[src/rtl/isa_defs.sv]
// Shared ISA constants, slot-FSM encoding and small decode helpers for the
// fetch-side delay-slot candidate queue.
package isa_defs;

  localparam logic [5:0]  OPCODE_J   = 6'h02;
  localparam logic [5:0]  OPCODE_BEQ = 6'h04;
  localparam logic [5:0]  OPCODE_BNE = 6'h05;
  localparam logic [31:0] INST_NOP   = 32'h0000_0000;

  typedef enum logic [1:0] {
    ST_RUN,
    ST_SLOT_MANUAL,
    ST_SLOT_AUTO,
    ST_SLOT_NOP
  } slot_state_e;

  typedef enum logic [1:0] {
    SLOT_KIND_MANUAL,
    SLOT_KIND_AUTO,
    SLOT_KIND_NOP
  } slot_kind_e;

  typedef struct packed {
    logic       is_ctrl;
    logic [4:0] rs;
    logic [4:0] rt;
    logic       backward;
  } branch_info_t;

  function automatic branch_info_t decode_branch(input logic [31:0] instr);
    branch_info_t b;
    b = '0;
    if (instr[31:26] == OPCODE_BEQ || instr[31:26] == OPCODE_BNE) begin
      b.is_ctrl  = 1'b1;
      b.rs       = instr[25:21];
      b.rt       = instr[20:16];
      b.backward = instr[15];
    end else if (instr[31:26] == OPCODE_J) begin
      b.is_ctrl  = 1'b1;
    end
    return b;
  endfunction

  function automatic slot_state_e kind_to_state(input slot_kind_e k);
    case (k)
      SLOT_KIND_MANUAL: return ST_SLOT_MANUAL;
      SLOT_KIND_AUTO:   return ST_SLOT_AUTO;
      default:          return ST_SLOT_NOP;
    endcase
  endfunction

  function automatic logic [15:0] sat_inc16(input logic [15:0] v);
    return (v == 16'hFFFF) ? v : v + 16'd1;
  endfunction

endpackage

[src/rtl/slot_window_buf.sv]
// Ring buffer of fetched words with a peek window of head, head+1, head+2 and
// a per-entry kill bit that can be set on head+2.
module slot_window_buf
  import isa_defs::*;
#(
  parameter int DEPTH = 4
) (
  input  logic                       clk,
  input  logic                       rst_n,
  input  logic                       flush,
  input  logic                       push,
  input  logic [31:0]                push_instr,
  input  logic [31:0]                push_pc,
  input  logic                       pop,
  input  logic                       kill2,
  output logic [$clog2(DEPTH):0]     count,
  output logic [31:0]                head_instr,
  output logic [31:0]                head_pc,
  output logic                       head_kill,
  output logic [31:0]                nxt1_instr,
  output logic [31:0]                nxt1_pc,
  output logic [31:0]                nxt2_instr,
  output logic [31:0]                nxt2_pc,
  output logic                       nxt2_kill
);

  localparam int PTR_W = $clog2(DEPTH);
  localparam int CNT_W = PTR_W + 1;

  logic [31:0]      instr_mem [DEPTH];
  logic [31:0]      pc_mem    [DEPTH];
  logic [DEPTH-1:0] kill_q;
  logic [PTR_W-1:0] rd_ptr, wr_ptr, idx1, idx2;
  logic [CNT_W-1:0] count_q;
  logic             do_push, do_pop;

  assign do_push = push && !flush;
  assign do_pop  = pop && !flush;
  assign idx1    = rd_ptr + PTR_W'(1);
  assign idx2    = rd_ptr + PTR_W'(2);

  // NOTE: the payload array has no reset; validity is carried by count, so
  // only pointers, count and kill bits need clearing.
  always_ff @(posedge clk) begin
    if (do_push) begin
      instr_mem[wr_ptr] <= push_instr;
      pc_mem[wr_ptr]    <= push_pc;
    end
  end

  always_ff @(posedge clk or negedge rst_n) begin
    if (!rst_n) begin
      rd_ptr  <= '0;
      wr_ptr  <= '0;
      count_q <= '0;
      kill_q  <= '0;
    end else if (flush) begin
      rd_ptr  <= '0;
      wr_ptr  <= '0;
      count_q <= '0;
      kill_q  <= '0;
    end else begin
      if (do_push) wr_ptr <= wr_ptr + PTR_W'(1);
      if (do_pop)  rd_ptr <= rd_ptr + PTR_W'(1);
      count_q <= count_q + CNT_W'(do_push) - CNT_W'(do_pop);
      // head+2 never aliases the write slot while it holds a valid entry
      if (do_push) kill_q[wr_ptr] <= 1'b0;
      if (kill2 && count_q > CNT_W'(2)) kill_q[idx2] <= 1'b1;
    end
  end

  assign count      = count_q;
  assign head_instr = instr_mem[rd_ptr];
  assign head_pc    = pc_mem[rd_ptr];
  assign head_kill  = kill_q[rd_ptr];
  assign nxt1_instr = instr_mem[idx1];
  assign nxt1_pc    = pc_mem[idx1];
  assign nxt2_instr = instr_mem[idx2];
  assign nxt2_pc    = pc_mem[idx2];
  assign nxt2_kill  = kill_q[idx2];

endmodule

[src/rtl/slot_candidate_queue.sv]
// Fetch queue feeding the delay-slot scheduler and sequencing branch + slot
// issue to decode. Define SLOT_STATS_EN to add saturating slot statistics.
module slot_candidate_queue
  import isa_defs::*;
#(
  parameter int DEPTH    = 4,
  parameter int WAIT_MAX = 8
) (
  input  logic        clk,
  input  logic        rst_n,
  input  logic        flush,
  input  logic        in_valid,
  output logic        in_ready,
  input  logic [31:0] in_instr,
  input  logic [31:0] in_pc,
  output logic        out_valid,
  input  logic        out_ready,
  output logic [31:0] out_instr,
  output logic [31:0] out_pc,
  output logic        out_is_slot,
  output logic        sch_branch_valid,
  output logic [31:0] sch_branch_pc,
  output logic [4:0]  sch_branch_rs,
  output logic [4:0]  sch_branch_rt,
  output logic        sch_branch_is_backward,
  output logic        sch_cand0_valid,
  output logic [31:0] sch_cand0_instr,
  output logic [31:0] sch_cand0_pc,
  output logic        sch_cand1_valid,
  output logic [31:0] sch_cand1_instr,
  output logic [31:0] sch_cand1_pc,
  input  logic        sch_manual_ok,
  input  logic        sch_auto_use,
  input  logic        sch_force_nop,
  input  logic        sch_wait,
  input  logic        sch_kill_cand1,
  input  logic [31:0] sch_auto_instr,
  input  logic [31:0] sch_auto_pc
`ifdef SLOT_STATS_EN
  ,
  output logic [15:0] stat_manual,
  output logic [15:0] stat_auto,
  output logic [15:0] stat_nop,
  output logic [15:0] stat_timeout
`endif
);

  localparam int CNT_W = $clog2(DEPTH) + 1;

  logic [CNT_W-1:0] count;
  logic [31:0]      head_instr, head_pc, nxt1_instr, nxt1_pc, nxt2_instr, nxt2_pc;
  logic             head_kill, nxt2_kill, head_valid;
  logic             push, pop, kill2, slot_load, br_load, timeout_hit;
  branch_info_t     head_br;
  slot_kind_e       kind;
  slot_state_e      state_q, state_d;
  logic [7:0]       wait_q, wait_d;
  logic [31:0]      slot_instr_q, slot_pc_q, branch_pc_q;

  assign in_ready = (count < CNT_W'(DEPTH)) && !flush;
  assign push     = in_valid && in_ready;

  slot_window_buf #(.DEPTH(DEPTH)) u_buf (
    .clk        (clk),
    .rst_n      (rst_n),
    .flush      (flush),
    .push       (push),
    .push_instr (in_instr),
    .push_pc    (in_pc),
    .pop        (pop),
    .kill2      (kill2),
    .count      (count),
    .head_instr (head_instr),
    .head_pc    (head_pc),
    .head_kill  (head_kill),
    .nxt1_instr (nxt1_instr),
    .nxt1_pc    (nxt1_pc),
    .nxt2_instr (nxt2_instr),
    .nxt2_pc    (nxt2_pc),
    .nxt2_kill  (nxt2_kill)
  );

  assign head_valid = (count != '0);
  assign head_br    = decode_branch(head_instr);

  assign sch_branch_valid       = (state_q == ST_RUN) && head_valid && !head_kill && head_br.is_ctrl;
  assign sch_branch_pc          = head_pc;
  assign sch_branch_rs          = head_br.rs;
  assign sch_branch_rt          = head_br.rt;
  assign sch_branch_is_backward = head_br.backward;
  assign sch_cand0_valid        = (count >= CNT_W'(2));
  assign sch_cand0_instr        = nxt1_instr;
  assign sch_cand0_pc           = nxt1_pc;
  assign sch_cand1_valid        = (count >= CNT_W'(3)) && !nxt2_kill;
  assign sch_cand1_instr        = nxt2_instr;
  assign sch_cand1_pc           = nxt2_pc;

  always_comb begin
    state_d     = state_q;
    wait_d      = wait_q;
    pop         = 1'b0;
    kill2       = 1'b0;
    slot_load   = 1'b0;
    br_load     = 1'b0;
    timeout_hit = 1'b0;
    kind        = SLOT_KIND_NOP;
    out_valid   = 1'b0;
    out_instr   = INST_NOP;
    out_pc      = '0;
    out_is_slot = 1'b0;
    case (state_q)
      ST_RUN: begin
        if (head_valid && head_kill) begin
          pop = 1'b1;
        end else if (head_valid && !head_br.is_ctrl) begin
          out_valid = 1'b1;
          out_instr = head_instr;
          out_pc    = head_pc;
          pop       = out_ready;
        end else if (head_valid) begin
          timeout_hit = (wait_q == 8'(WAIT_MAX));
          if (sch_wait && !timeout_hit) begin
            wait_d = wait_q + 8'd1;
          end else begin
            out_valid = 1'b1;
            out_instr = head_instr;
            out_pc    = head_pc;
            if (out_ready) begin
              pop     = 1'b1;
              wait_d  = '0;
              br_load = 1'b1;
              // an expired wait overrides whatever verdict is present
              if (timeout_hit)        kind = SLOT_KIND_NOP;
              else if (sch_manual_ok) kind = SLOT_KIND_MANUAL;
              else if (sch_auto_use)  kind = SLOT_KIND_AUTO;
              else                    kind = SLOT_KIND_NOP;
              if (kind == SLOT_KIND_AUTO) begin
                slot_load = 1'b1;
                kill2     = sch_kill_cand1 || sch_auto_use;
              end
              state_d = kind_to_state(kind);
            end
          end
        end
      end
      ST_SLOT_MANUAL: begin
        out_valid   = head_valid;
        out_instr   = head_instr;
        out_pc      = head_pc;
        out_is_slot = 1'b1;
        if (out_ready && head_valid) begin
          pop     = 1'b1;
          state_d = ST_RUN;
        end
      end
      ST_SLOT_AUTO: begin
        out_valid   = 1'b1;
        out_instr   = slot_instr_q;
        out_pc      = slot_pc_q;
        out_is_slot = 1'b1;
        if (out_ready) state_d = ST_RUN;
      end
      default: begin
        out_valid   = 1'b1;
        out_instr   = INST_NOP;
        out_pc      = branch_pc_q + 32'd4;
        out_is_slot = 1'b1;
        if (out_ready) state_d = ST_RUN;
      end
    endcase
    if (flush) begin
      state_d   = ST_RUN;
      wait_d    = '0;
      pop       = 1'b0;
      kill2     = 1'b0;
      slot_load = 1'b0;
      br_load   = 1'b0;
      out_valid = 1'b0;
    end
  end

  // NOTE: all sequential state uses non-blocking assignments so every register
  // samples the pre-edge values computed above.
  always_ff @(posedge clk or negedge rst_n) begin
    if (!rst_n) begin
      state_q      <= ST_RUN;
      wait_q       <= '0;
      slot_instr_q <= INST_NOP;
      slot_pc_q    <= '0;
      branch_pc_q  <= '0;
    end else begin
      state_q <= state_d;
      wait_q  <= wait_d;
      if (slot_load) begin
        slot_instr_q <= sch_auto_instr;
        slot_pc_q    <= sch_auto_pc;
      end
      if (br_load) branch_pc_q <= head_pc;
    end
  end

`ifdef SLOT_STATS_EN
  logic entering;
  assign entering = (state_q == ST_RUN) && (state_d != ST_RUN);

  always_ff @(posedge clk or negedge rst_n) begin
    if (!rst_n) begin
      stat_manual  <= '0;
      stat_auto    <= '0;
      stat_nop     <= '0;
      stat_timeout <= '0;
    end else if (entering) begin
      if (state_d == ST_SLOT_MANUAL) stat_manual <= sat_inc16(stat_manual);
      if (state_d == ST_SLOT_AUTO)   stat_auto   <= sat_inc16(stat_auto);
      if (state_d == ST_SLOT_NOP)    stat_nop    <= sat_inc16(stat_nop);
      if (timeout_hit)               stat_timeout <= sat_inc16(stat_timeout);
    end
  end
`endif

endmodule

[config.mk]
export PLATFORM = sky130hd
export DESIGN_NAME = slot_candidate_queue
export DESIGN_NICKNAME = d
export VERILOG_FILES = /design/src/rtl/isa_defs.sv /design/src/rtl/slot_window_buf.sv /design/src/rtl/slot_candidate_queue.sv
export SDC_FILE = /design/constraint.sdc
export NUM_CORES = 1
export LEC_CHECK = 0
export CORE_UTILIZATION = 26
export CTS_BUF_LIST = sky130_fd_sc_hd__clkbuf_8
export CTS_CLUSTER_SIZE = 25
export DETAILED_ROUTE_END_ITERATION = 12
export PLACE_DENSITY_LB_ADDON = 0.08
export SETUP_SLACK_MARGIN = 0.15
export SLEW_MARGIN = 20
export SYNTH_ARGS = -nofsm -noshare
export SYNTH_HDL_FRONTEND = slang
export SYNTH_SLANG_ARGS = --single-unit
export TNS_END_PERCENT = 20
[constraint.sdc]
create_clock -name clk -period 4.4 [get_ports clk]
set_input_delay 0.44 -clock clk [delete_from_list [all_inputs] [get_ports clk]]
set_output_delay 0.44 -clock clk [all_outputs]
set_load 0.005 [all_outputs]
==> summary.md, run 1 <==
| Metric | Value |
|---|---|
| Status | completed |
| Total GRT Usage | 17.2% |
| Post-Synth Simple-Gate Area | 6.31% |
| Most used flip-flop cell after synthesis | edfxtp_1 |
| Final ANT Viol Nets | 0 |
| Via count | about 13000 |
| Drt total wl | 64000 um |
| Reg area | 10600 um^2 |
| IO Count | roughly 380 |
| P_leak | slightly above 9 nW |
| Most common cell after layout, fill and taps aside | clkdlybuf4s50_1 |
| Vias in the first global route | 13545 |
| Crit Path Class | reg -> out |
| Slew Viols, Final | 0 |
| Async S/R FF share, synth | 31.4% |
| Worst endpoint data arrival time | 3.70 ns |
| Largest family of logic cells by synthesized area | multiplexers |
| Slew HR | 44.5% |
| 1st-pass router iterations | 5 |
| Post-DP HPWL | 43800 um |
| WP data required | around 4 ns |
| Layout area overhead | 34.8% |
| Layout cells sized above 1 | ~24% |
| Netlist Area Pre-Place | about 19000 um^2 |
| Top sig layer | met5 |
| Least-Margin Pin Slew | around 0.83 ns |
| H-tree depth | 3 |
| Clock Path Buffers | 3 |
| Core Rows | 98 |
| P per Cell Area | 524 nW/um^2 |
| I/O Buffers | 376 |
| Synth cell types | 55 |
| Final instance area | 25400 um^2 |
| Die area | 73500 um^2 |
| Placed Area | roughly 24000 um^2 |
| Clock Latency Late Sink | 0.63 ns |
| Mean Syn Cell Area | 15.0 um^2 |
| DRC | 0 |
| Die height | 271 um |
| DRT iter0 DRCs | 760 |
| Mapped Nets | 1404 |
| Post-synthesis mux area share | between 20% and 30% |
| RSZ-0062 raised after global routing | yes |
| Total CTS buffers | 75 |
| CP Capture Type | primary output |
| Die width | 271 um |
| Maximum clock frequency | 242 MHz |
| Worst Path Max Fanout | 37 |
| Largest net degree at the start of global routing | 114 |
| Yosys warnings | 0 |
| #FFs+latches synth | 373 |
| Sink Count | about 370 |
| Synth Area in Adders | under 10% |
| GR Overflow Total | 0 |
| Final min period | ~4.1 ns |
| Complex-gate fraction of the synthesized area | 6.40% |
| TritonCTS clock tree | built |
| Post-synth top area share | 40.8% |
| Post-Route Setup TNS | 0 ns |
| Antenna violations before repair | 16 |
| First-pass GRT wire length | between 90000 and 100000 um |
| Largest cells by area after synthesis | edfxtp_1 41%, mux4_2 17%, dfrtp_1 16% |
| Clock Pin Slew Worst Setup and Hold Paths | 0.06 ns |
| Yosys top cell by area | edfxtp_1 |
| Final Hold Vio Count | 0 |
| Number of max-cap violations | 0 |
| Gp weighted congestion | approximately 0.79 |
| Mapped Cells | 1251 |
| Avg WL per Cell | 24.0 um |
| Startpoint types | flip-flop |
| Period utilization | 94.1% |
| Wire length on met1 | approximately 28000 um |
| Core area | 71600 um^2 |
| Synth Area in XOR/XNOR | 1.40% |
| Filler cell count | 6996 |
| Met3 WL post-DR | ~4000 um |
| Peak supply drop | around 0.27 mV |
| Most frequent cells in the layout | 373 x clkdlybuf4s50_1, 256 x edfxtp_1, 142 x mux4_2, 114 x dfrtp_1, 108 x mux2_2 |
| Nets@finish | 1810 |
| Hold crit path type | in -> async |
| Area of the multi-input gates | between 7000 and 8000 um^2 |
| Clock Skews | about 0.019 ns |
| Vias per inst | 4.94 |
| Post-synthesis sequential area ratio | a little under three fifths |
| Starting Density | 26.3% |
| Met2 routed WL | between 30000 and 40000 um |
| Post-synth EDFFs | 256 |
| Clock root buffer | clkbuf_8 |
| Final-report setup violation count | 0 |
==> synth_stat cells (all sizes together) (2+ instances only) <==
library cell,instances
a22oi,28
clkbuf,51
nand3,40
o21a,2
and3,15
inv,19
mux2i,28
nor2b,3
xnor2,19
nand3b,3
nor4,4
nor3,15
nor2,84
or2,2
ha,14
mux2,124
a21boi,2
xor2,11
o2111ai,2
a22o,3
and4,6
mux4,142
a21oi,46
edfxtp,256
nor3b,12
nand2b,3
nand2,36
o21ai,54
a211o,3
a32oi,31
nand4,7
and2,5
or3,2
dfrtp,117
buf,46
a32o,6
==> cells by family after synthesis <==
family	Yosys count
AOI/OAI and AO/OA	184
xor gates and xnor gates	30
adders and majority gates	15
buffers and inverters	116
DFF	373
muxes	294
and+or+nand+nor	239
==> routing by layer <==
| metal | track usage (%) | up-vias |
|---|---|---|
| met4 | 5.56 | 24 |
| li1 | - | 5827 |
| met2 | 27.4 | 375 |
| met3 | 4.63 | 118 |
| met5 | 0 | - |
| met1 | 22.7 | 6819 |
==> worst max-delay path, stage by stage (launching register included) <==
cell and delay, ns:
dfrtp_4 0.46, buf_12 0.14, mux4_2 0.56, nor2b_1 0.16
buf_4 0.19, o2111ai_4 0.24, buf_12 0.23, nand3_1 0.12
a22oi_1 0.32, clkdlybuf4s50_1 0.57
==> flip-flops by register name, indices dropped and copies added, names as in the netlist <==
name / cells
u_buf.instr_mem: 128
u_buf.pc_mem: 128
branch_pc_q: 32
slot_instr_q: 32
slot_pc_q: 32
wait_q: 8
u_buf.kill_q: 4
u_buf.count: 3
state_q: 2
u_buf.rd_ptr: 2
u_buf.wr_ptr: 2
==> where the power goes <==
part / switching [mW] / total [mW] / internal, mW
clock network: 1.57 / 3.36 / 1.79
logic: 2.54 / 5.68 / 3.14
registers: 0.203 / 4.25 / 4.05
==> worst paths after layout <==
path,depth (start not counted),to,slack (ns),startpoint
max,9,out_pc[20],0.26,u_buf.rd_ptr[0]
min,2,branch_pc_q[25],0.37,rst_n
max reg2reg,14,u_buf.count[2],0.86,u_buf.rd_ptr[0]
min reg2reg,1,slot_pc_q[1],0.48,slot_pc_q[1]
max in group asynchronous,3,slot_instr_q[23],3.05,rst_n
min in group clk,2,slot_pc_q[8],0.41,sch_auto_pc[8]
==> cell type report <==
type	instances	share of cell area, %
Sequential cell	373	41.9
Multi-Input combinational cell	762	30.7
Timing Repair Buffer	426	17.0
Tap cell	950	4.69
Clock buffer	80	4.34
Clock inverter	55	1.10
Inverter	19	0.301
Antenna cell	2	0.0197
==> stage by stage <==
stage,utilization [%],std cells,power (mW),hold slack [ns],worst slack (ns)
2_1_floorplan,-,1251,6.99,0.144,0.490
3_3_place_gp,33.3,2519,10.1,0.466,0.621
3_5_place_dp,33.3,2519,10.1,0.473,0.645
4_1_cts,35.4,2665,13.6,0.336,0.158
5_1_grt,35.4,2667,14.1,0.386,0.112
6_report,35.4,2667,13.3,0.372,0.261
==> what timing repair did <==
item,CTS,global route
resized for setup,1,4
hold buffers,1,0
buffers inserted,10,0
endpoints found under the hold margin,61,0
setup endpoints to repair,105,27
Note: power is estimated with default switching activity, not from simulation.
==> run 2, diff against run 1 <==
- HOLD_SLACK_MARGIN: unset -> 0.02
==> results of run 2 <==
Final layout, timing and power as in run 1 (identical DEF).
==> run 3, diff against run 2 <==
- CORE_MARGIN: unset -> 4
==> summary.md, run 3 (synthesis gave the netlist of run 1 again) <==
| Metric | Value |
|---|---|
| Status | completed |
| CP Capture Type | primary output |
| Startpoint types | flip-flop |
| Via count | 13192 (+0.22%) |
| Worst Path Max Fanout | 32 (-14%) |
| Antenna violations before repair | 16 (unchanged) |
| Vias in the first global route | 13697 (+1.1%) |
| Peak supply drop | 0.263 mV (-2.8%) |
| WP data required | 3.96 ns (about the same) |
| Post-Route Setup TNS | 0 ns (unchanged) |
| Slew Viols, Final | 0 (unchanged) |
| P per Cell Area | 532 nW/um^2 (+1.6%) |
| IO Count | 379 (unchanged) |
| Crit Path Class | reg -> out |
| Regs by FF count | u_buf.instr_mem x128, u_buf.pc_mem x128 |
| Slew HR | 41.2% (-3.3 points) |
| Reg2reg start | u_buf.rd_ptr[0] |
| Crit path to | out_pc[13] |
| Reg2reg path depth | 16 (+2) |
| Die area | 76800 um^2 (+4.5%) |
| Die height | 277 um (+2.2%) |
| Sink Count | 373 (unchanged) |
| Vias per inst | 4.93 (-0.15%) |
| Final ANT Viol Nets | 0 (unchanged) |
| Maximum clock frequency | 240 MHz (-0.78%) |
| Layout cells sized above 1 | 24.7% (+0.41 points) |
| Most frequent cells in the layout | 370 x clkdlybuf4s50_1, 256 x edfxtp_1, 142 x mux4_2, 114 x dfrtp_1, 108 x mux2_2 |
| Period utilization | 94.8% (+0.74 points) |
| Core area | 71600 um^2 (unchanged) |
| H-tree depth | 3 (unchanged) |
| Least-Margin Pin Slew | 0.882 ns (+0.0492 ns) |
| Clock Skews | 0.0304 ns (+0.0116 ns) |
| Nets@finish | 1810 (unchanged) |
| Filler cell count | 6946 (-0.71%) |
| Clock Latency Late Sink | 0.65 ns (+0.02 ns) |
| Clock Pin Slew Worst Setup and Hold Paths | 0.05 ns (about the same) |
| First-pass GRT wire length | 95000 um (+1.8%) |
| Final Hold Vio Count | 0 (unchanged) |
| Final-report setup violation count | 0 (unchanged) |
| Final Power | 13.6 mW (+2.5%) |
| Drt total wl | 65200 um (+1.9%) |
| I/O Buffers | 376 (unchanged) |
| P_leak | 9.21 nW (+1.8%) |
| RSZ-0062 raised after global routing | yes |
| Most common cell after layout, fill and taps aside | clkdlybuf4s50_1 |
| Gp weighted congestion | 0.794 (+0.39%) |
| Core Rows | 98 (unchanged) |
| Final min period | 4.17 ns (+0.0325 ns) |
| Avg WL per Cell | 24.3 um (+1.5%) |
| Post-DP HPWL | 44900 um (+2.3%) |
| Reg2Reg Setup Slack | 0.73 ns (-0.13 ns) |
| Layout area overhead | 36.1% |
| 1st-pass router iterations | 5 (unchanged) |
| Critical Path Source | u_buf.rd_ptr[0] |
| Total CTS buffers | 77 (+2.7%) |
| Die width | 277 um (+2.2%) |
| Total GRT Usage | 16.6% (-0.69 points) |
| Starting Density | 26.3% (unchanged) |
| Fin util | 35.8% (+0.34 points) |
| GR Overflow Total | 0 (unchanged) |
| Hold crit path type | in -> async |
| RR Endpoint | u_buf.count[2] |
| DRT iter0 DRCs | 689 (-9.3%) |
| TritonCTS clock tree | built |
| Clock Path Buffers | 3 (unchanged) |
| Worst endpoint data arrival time | 3.73 ns (+0.03 ns) |
| Clock root buffer | clkbuf_8 |
| Largest net degree at the start of global routing | 90 (-21%) |
| Number of max-cap violations | 0 (unchanged) |
| DRC | 0 (unchanged) |
==> run 3: through the flow <==
step                      setup WS, ns  hold slack, ns  area, um^2  std cells
after floorplan                  0.490           0.144       18800       1251
after detailed placement         0.512           0.475       23900       2518
final                            0.229           0.371       25600       2677
after CTS                        0.106           0.288       25500       2667
after global placement           0.535           0.464       23900       2518
after global routing            0.0355           0.336       25600       2671
==> run 3: worst max-delay path, stage by stage (launching register included) <==
cell and delay, ns:
dfrtp_4 0.50, mux4_2 0.61, nor2b_1 0.21, buf_4 0.17, o2111ai_4 0.24, buf_12 0.24, nand3_1 0.13, a22oi_1 0.35
clkdlybuf4s50_1 0.57
==> run 3: how the worst min path moves through the flow <==
stage                      end  slack, ns            from
5_1_grt           slot_pc_q[7]       0.34  sch_auto_pc[7]
6_report       branch_pc_q[24]       0.37           rst_n
2_1_floorplan   branch_pc_q[0]       0.14           rst_n
3_5_place_dp     slot_pc_q[11]       0.47   slot_pc_q[11]
4_1_cts           slot_pc_q[2]       0.29  sch_auto_pc[2]
3_3_place_gp      slot_pc_q[1]       0.46    slot_pc_q[1]
==> run 3: layout make-up <==
type / count / area, um^2 / share of cell area (%)
Timing Repair Buffer: 424 / 4370 / 17.1
Antenna cell: 8 / 20.0 / 0.0782
Tap cell: 950 / 1190 / 4.64
Clock buffer: 91 / 1250 / 4.89
Sequential cell: 373 / 10600 / 41.5
Multi-Input combinational cell: 762 / 7820 / 30.5
Inverter: 19 / 76.3 / 0.298
Clock inverter: 50 / 264 / 1.03
==> run 3: layer usage <==
layer / share of wire (%) / vias to the layer above / track usage (%)
li1: - / 5836 / -
met2: 48 / 432 / 27.1
met4: 2.4 / 12 / 4.70
met3: 6.0 / 118 / 4.65
met1: 43 / 6794 / 21.6
met5: 0.14 / - / 0
==> run 3: power breakdown <==
part	internal, mW	switching (mW)
logic	3.19	2.58
clock network	1.99	1.60
registers	4.05	0.214
==> run 3: what timing repair did <==
item / in CTS / in global routing
gates cloned: 1 / 1
hold endpoints to repair: 66 / 0
hold buffers: 1 / 0
setup endpoints to repair: 127 / 51
gates resized for setup: 4 / 10
setup buffers: 6 / 1
pin swaps: 2 / 1
==> variant (settings of run 3) <==
Build with the macro `SLOT_STATS_EN` defined.
--- a/src/rtl/slot_candidate_queue.sv
+++ b/src/rtl/slot_candidate_queue.sv
@@ -1,5 +1,7 @@
 // Fetch queue feeding the delay-slot scheduler and sequencing branch + slot
 // issue to decode. Define SLOT_STATS_EN to add saturating slot statistics.
+`define SLOT_STATS_EN
+
 module slot_candidate_queue
   import isa_defs::*;
 #(
New outputs: stat_auto, stat_manual, stat_nop and stat_timeout. Function: not settled (the Yosys comparison gave no result); the edit may change what the design does.
==> variant against run 3 <==
- routed wire length up 22%
- global-route usage up 0.63 points
- critical path depth up 2
- final area up 18%
- synthesized cell count up 22%
- sequential cell count up 64
- via count up 20%
- worst setup slack better by 5.3 ps
- clock skew up 4.6 ps
- power up 13%
- area after synthesis up 19%
- register-to-register slack worse by 30 ps
- critical path type unchanged
- largest cell class unchanged
- highest routed layer unchanged
==> variant: results (changes against run 3) <==
status finished clean (unchanged); WHS Path Cells 2; Syn Nets 1681 (was 1404); Hold Path Class in -> reg (was in -> async); cts bufs inserted 85 (was 77); fill cell count 8378 (was 6946); root buffer cell clkbuf_8 (unchanged); Hold EP slot_instr_q[27]; Slew HR 0.376 (was 0.412); biggest registers after layout u_buf.instr_mem (128), u_buf.pc_mem (128) (unchanged); insertion delay to the later sink of the worst-skew pair 670 ps (was 650 ps); # port buffers 440 (was 376); vias in the first global route 16500 (was 13700); Starting DRT DRC Count 950 (was 689); number of synthesized flops with an enable pin 256 (unchanged); Pleak 0.0113 µW (was 0.00921 µW); Yosys warning total 0 (unchanged); Worst Hold Slack 371 ps (about the same); Post-synth top cells 256 x edfxtp_1, 190 x mux4_2, 181 x dfrtp_1, 142 x nand2_1, 85 x mux2_2 (was 256 x edfxtp_1, 142 x mux4_2, 117 x dfrtp_1, 108 x mux2_2, 83 x nor2_1); Worst R2R Start u_buf.rd_ptr[0] (unchanged); dpl hpwl 54.9 mm (was 44.9 mm); top post-synthesis cells by area edfxtp_1 34%, dfrtp_1 20%, mux4_2 19% (was edfxtp_1 41%, mux4_2 17%, dfrtp_1 16%); DRT Pass-1 Iters 5 (unchanged); asr flop ratio synth 0.414 (was 0.314); gpl congestion 0.776 (was 0.794); final setup skew 34.9 ps (was 30.4 ps); initial antenna violation count 13 (was 16); register clock-pin slew on the reported worst setup and hold paths 60 ps; reg2reg end u_buf.count[2] (unchanged); Clock Path Buffers 3 (unchanged); r2r setup slk 700 ps (was 730 ps); H-tree lvl count 3 (unchanged); Post-DRT Antenna Nets 0 (unchanged); Worst Reg-to-Reg Cells 15 (was 16); Worst VDD drop 0.241 mV (was 0.263 mV); first-pass GRT wire length 115 mm (was 95.0 mm); Critical Path AT 3730 ps (about the same); share of post-route cells with drive strength above 1 0.233 (was 0.247); total wire length 79.3 mm (was 65.2 mm); critical path fanouts, max 14 (was 32); GR Util All Layers 0.172 (was 0.166); Hold Path Origin sch_auto_instr[27]; via count 15800 (was 13200); register area share after synthesis 0.547 (was 0.564); maximum number of pins on one net before global-route repair 96 (was 90); Synth cell types 63 (was 55); number of nets in the layout 2184 (was 1810)
variant: cell count changes after synthesis, moves of 15 or more:
cell / delta
mux4_2: +48
a32oi_1: -25
xor2_1: +35
dfrtp_1: +64
and3_1: +15
xnor2_1: +23
nand2_1: +106
mux2_2: -23
mux2i_1: -17
nor2_1: -29
variant: worst max path at each step:
stage	from	to	slack, ps
final	u_buf.rd_ptr[0]	out_pc[20]	230
after global placement	u_buf.rd_ptr[0]	out_pc[1]	360
after global routing	u_buf.rd_ptr[0]	out_pc[20]	90
after detailed placement	u_buf.rd_ptr[0]	out_pc[2]	580
after CTS	u_buf.rd_ptr[0]	out_pc[25]	80
after floorplan	u_buf.rd_ptr[1]	sch_cand0_instr[29]	-40
variant: layer usage:
metal | global-route usage | wire [µm] | vias up
met2 | 0.288 | 39400 | 471
met5 | 0 | 34 | -
li1 | - | - | 7078
met3 | 0.0486 | 5210 | 92
met1 | 0.217 | 33100 | 8200
met4 | 0.0512 | 1620 | 4
variant: logic make-up (layout without fill, tap and decap cells):
kind of cell             count (synthesis)  in the layout  synth area share
AND/OR/NAND/NOR                        387            387            0.0873
other                                    0             11                 0
adder cells (fa/ha/maj)                 19             19            0.0110
buffers and inverters                  124            699            0.0223
XOR/XNOR                                88             88            0.0345
flip-flops                             437            437             0.547
AO/OA/AOI/OAI                          167            167            0.0505
multiplexers                           302            302             0.247
variant: area by class of cell:
class / count / share of cell area
Inverter: 32 / 0.00413
Multi-Input combinational cell: 963 / 0.320
Antenna cell: 11 / 0.000908
Timing Repair Buffer: 508 / 0.171
Tap cell: 1144 / 0.0472
Clock inverter: 59 / 0.00871
Clock buffer: 100 / 0.0454
Sequential cell: 437 / 0.403
variant: metrics by stage:
step                      instance area, µm²  instances   util  TNS [ps]  setup WS [ps]
final                                  30300       3254  0.356         0            234
after detailed placement               28400       3064  0.333         0            581
after global placement                 28400       3064  0.333         0            359
after global routing                   30300       3249  0.356         0           90.7
after floorplan                        22300       1524      -     -1080          -36.1
after CTS                              30200       3234  0.354         0           82.1
variant: where the power goes:
group / switching [µW] / internal (µW)
combinational: 3000 / 3630
sequential: 247 / 4650
clock: 1860 / 2080
total: 5100 / 10400
variant: timing repair:
action	in CTS	in global routing
hold endpoints to repair	93	0
cloned	1	0
pin swaps	0	3
buffers inserted	9	9
resized for setup	7	6
endpoints found under the setup margin	93	60
hold buffers	1	0
variant: worst max-delay path, cell delays in order, from the launching register on:
cell             delay, ps
dfrtp_4                490
buf_4                  160
mux4_2                 540
or3b_4                 290
nand2_1                140
a31oi_4                190
buf_4                  190
bufbuf_16              320
nand2_1                 60
nand2_1                 80
clkdlybuf4s50_1        600
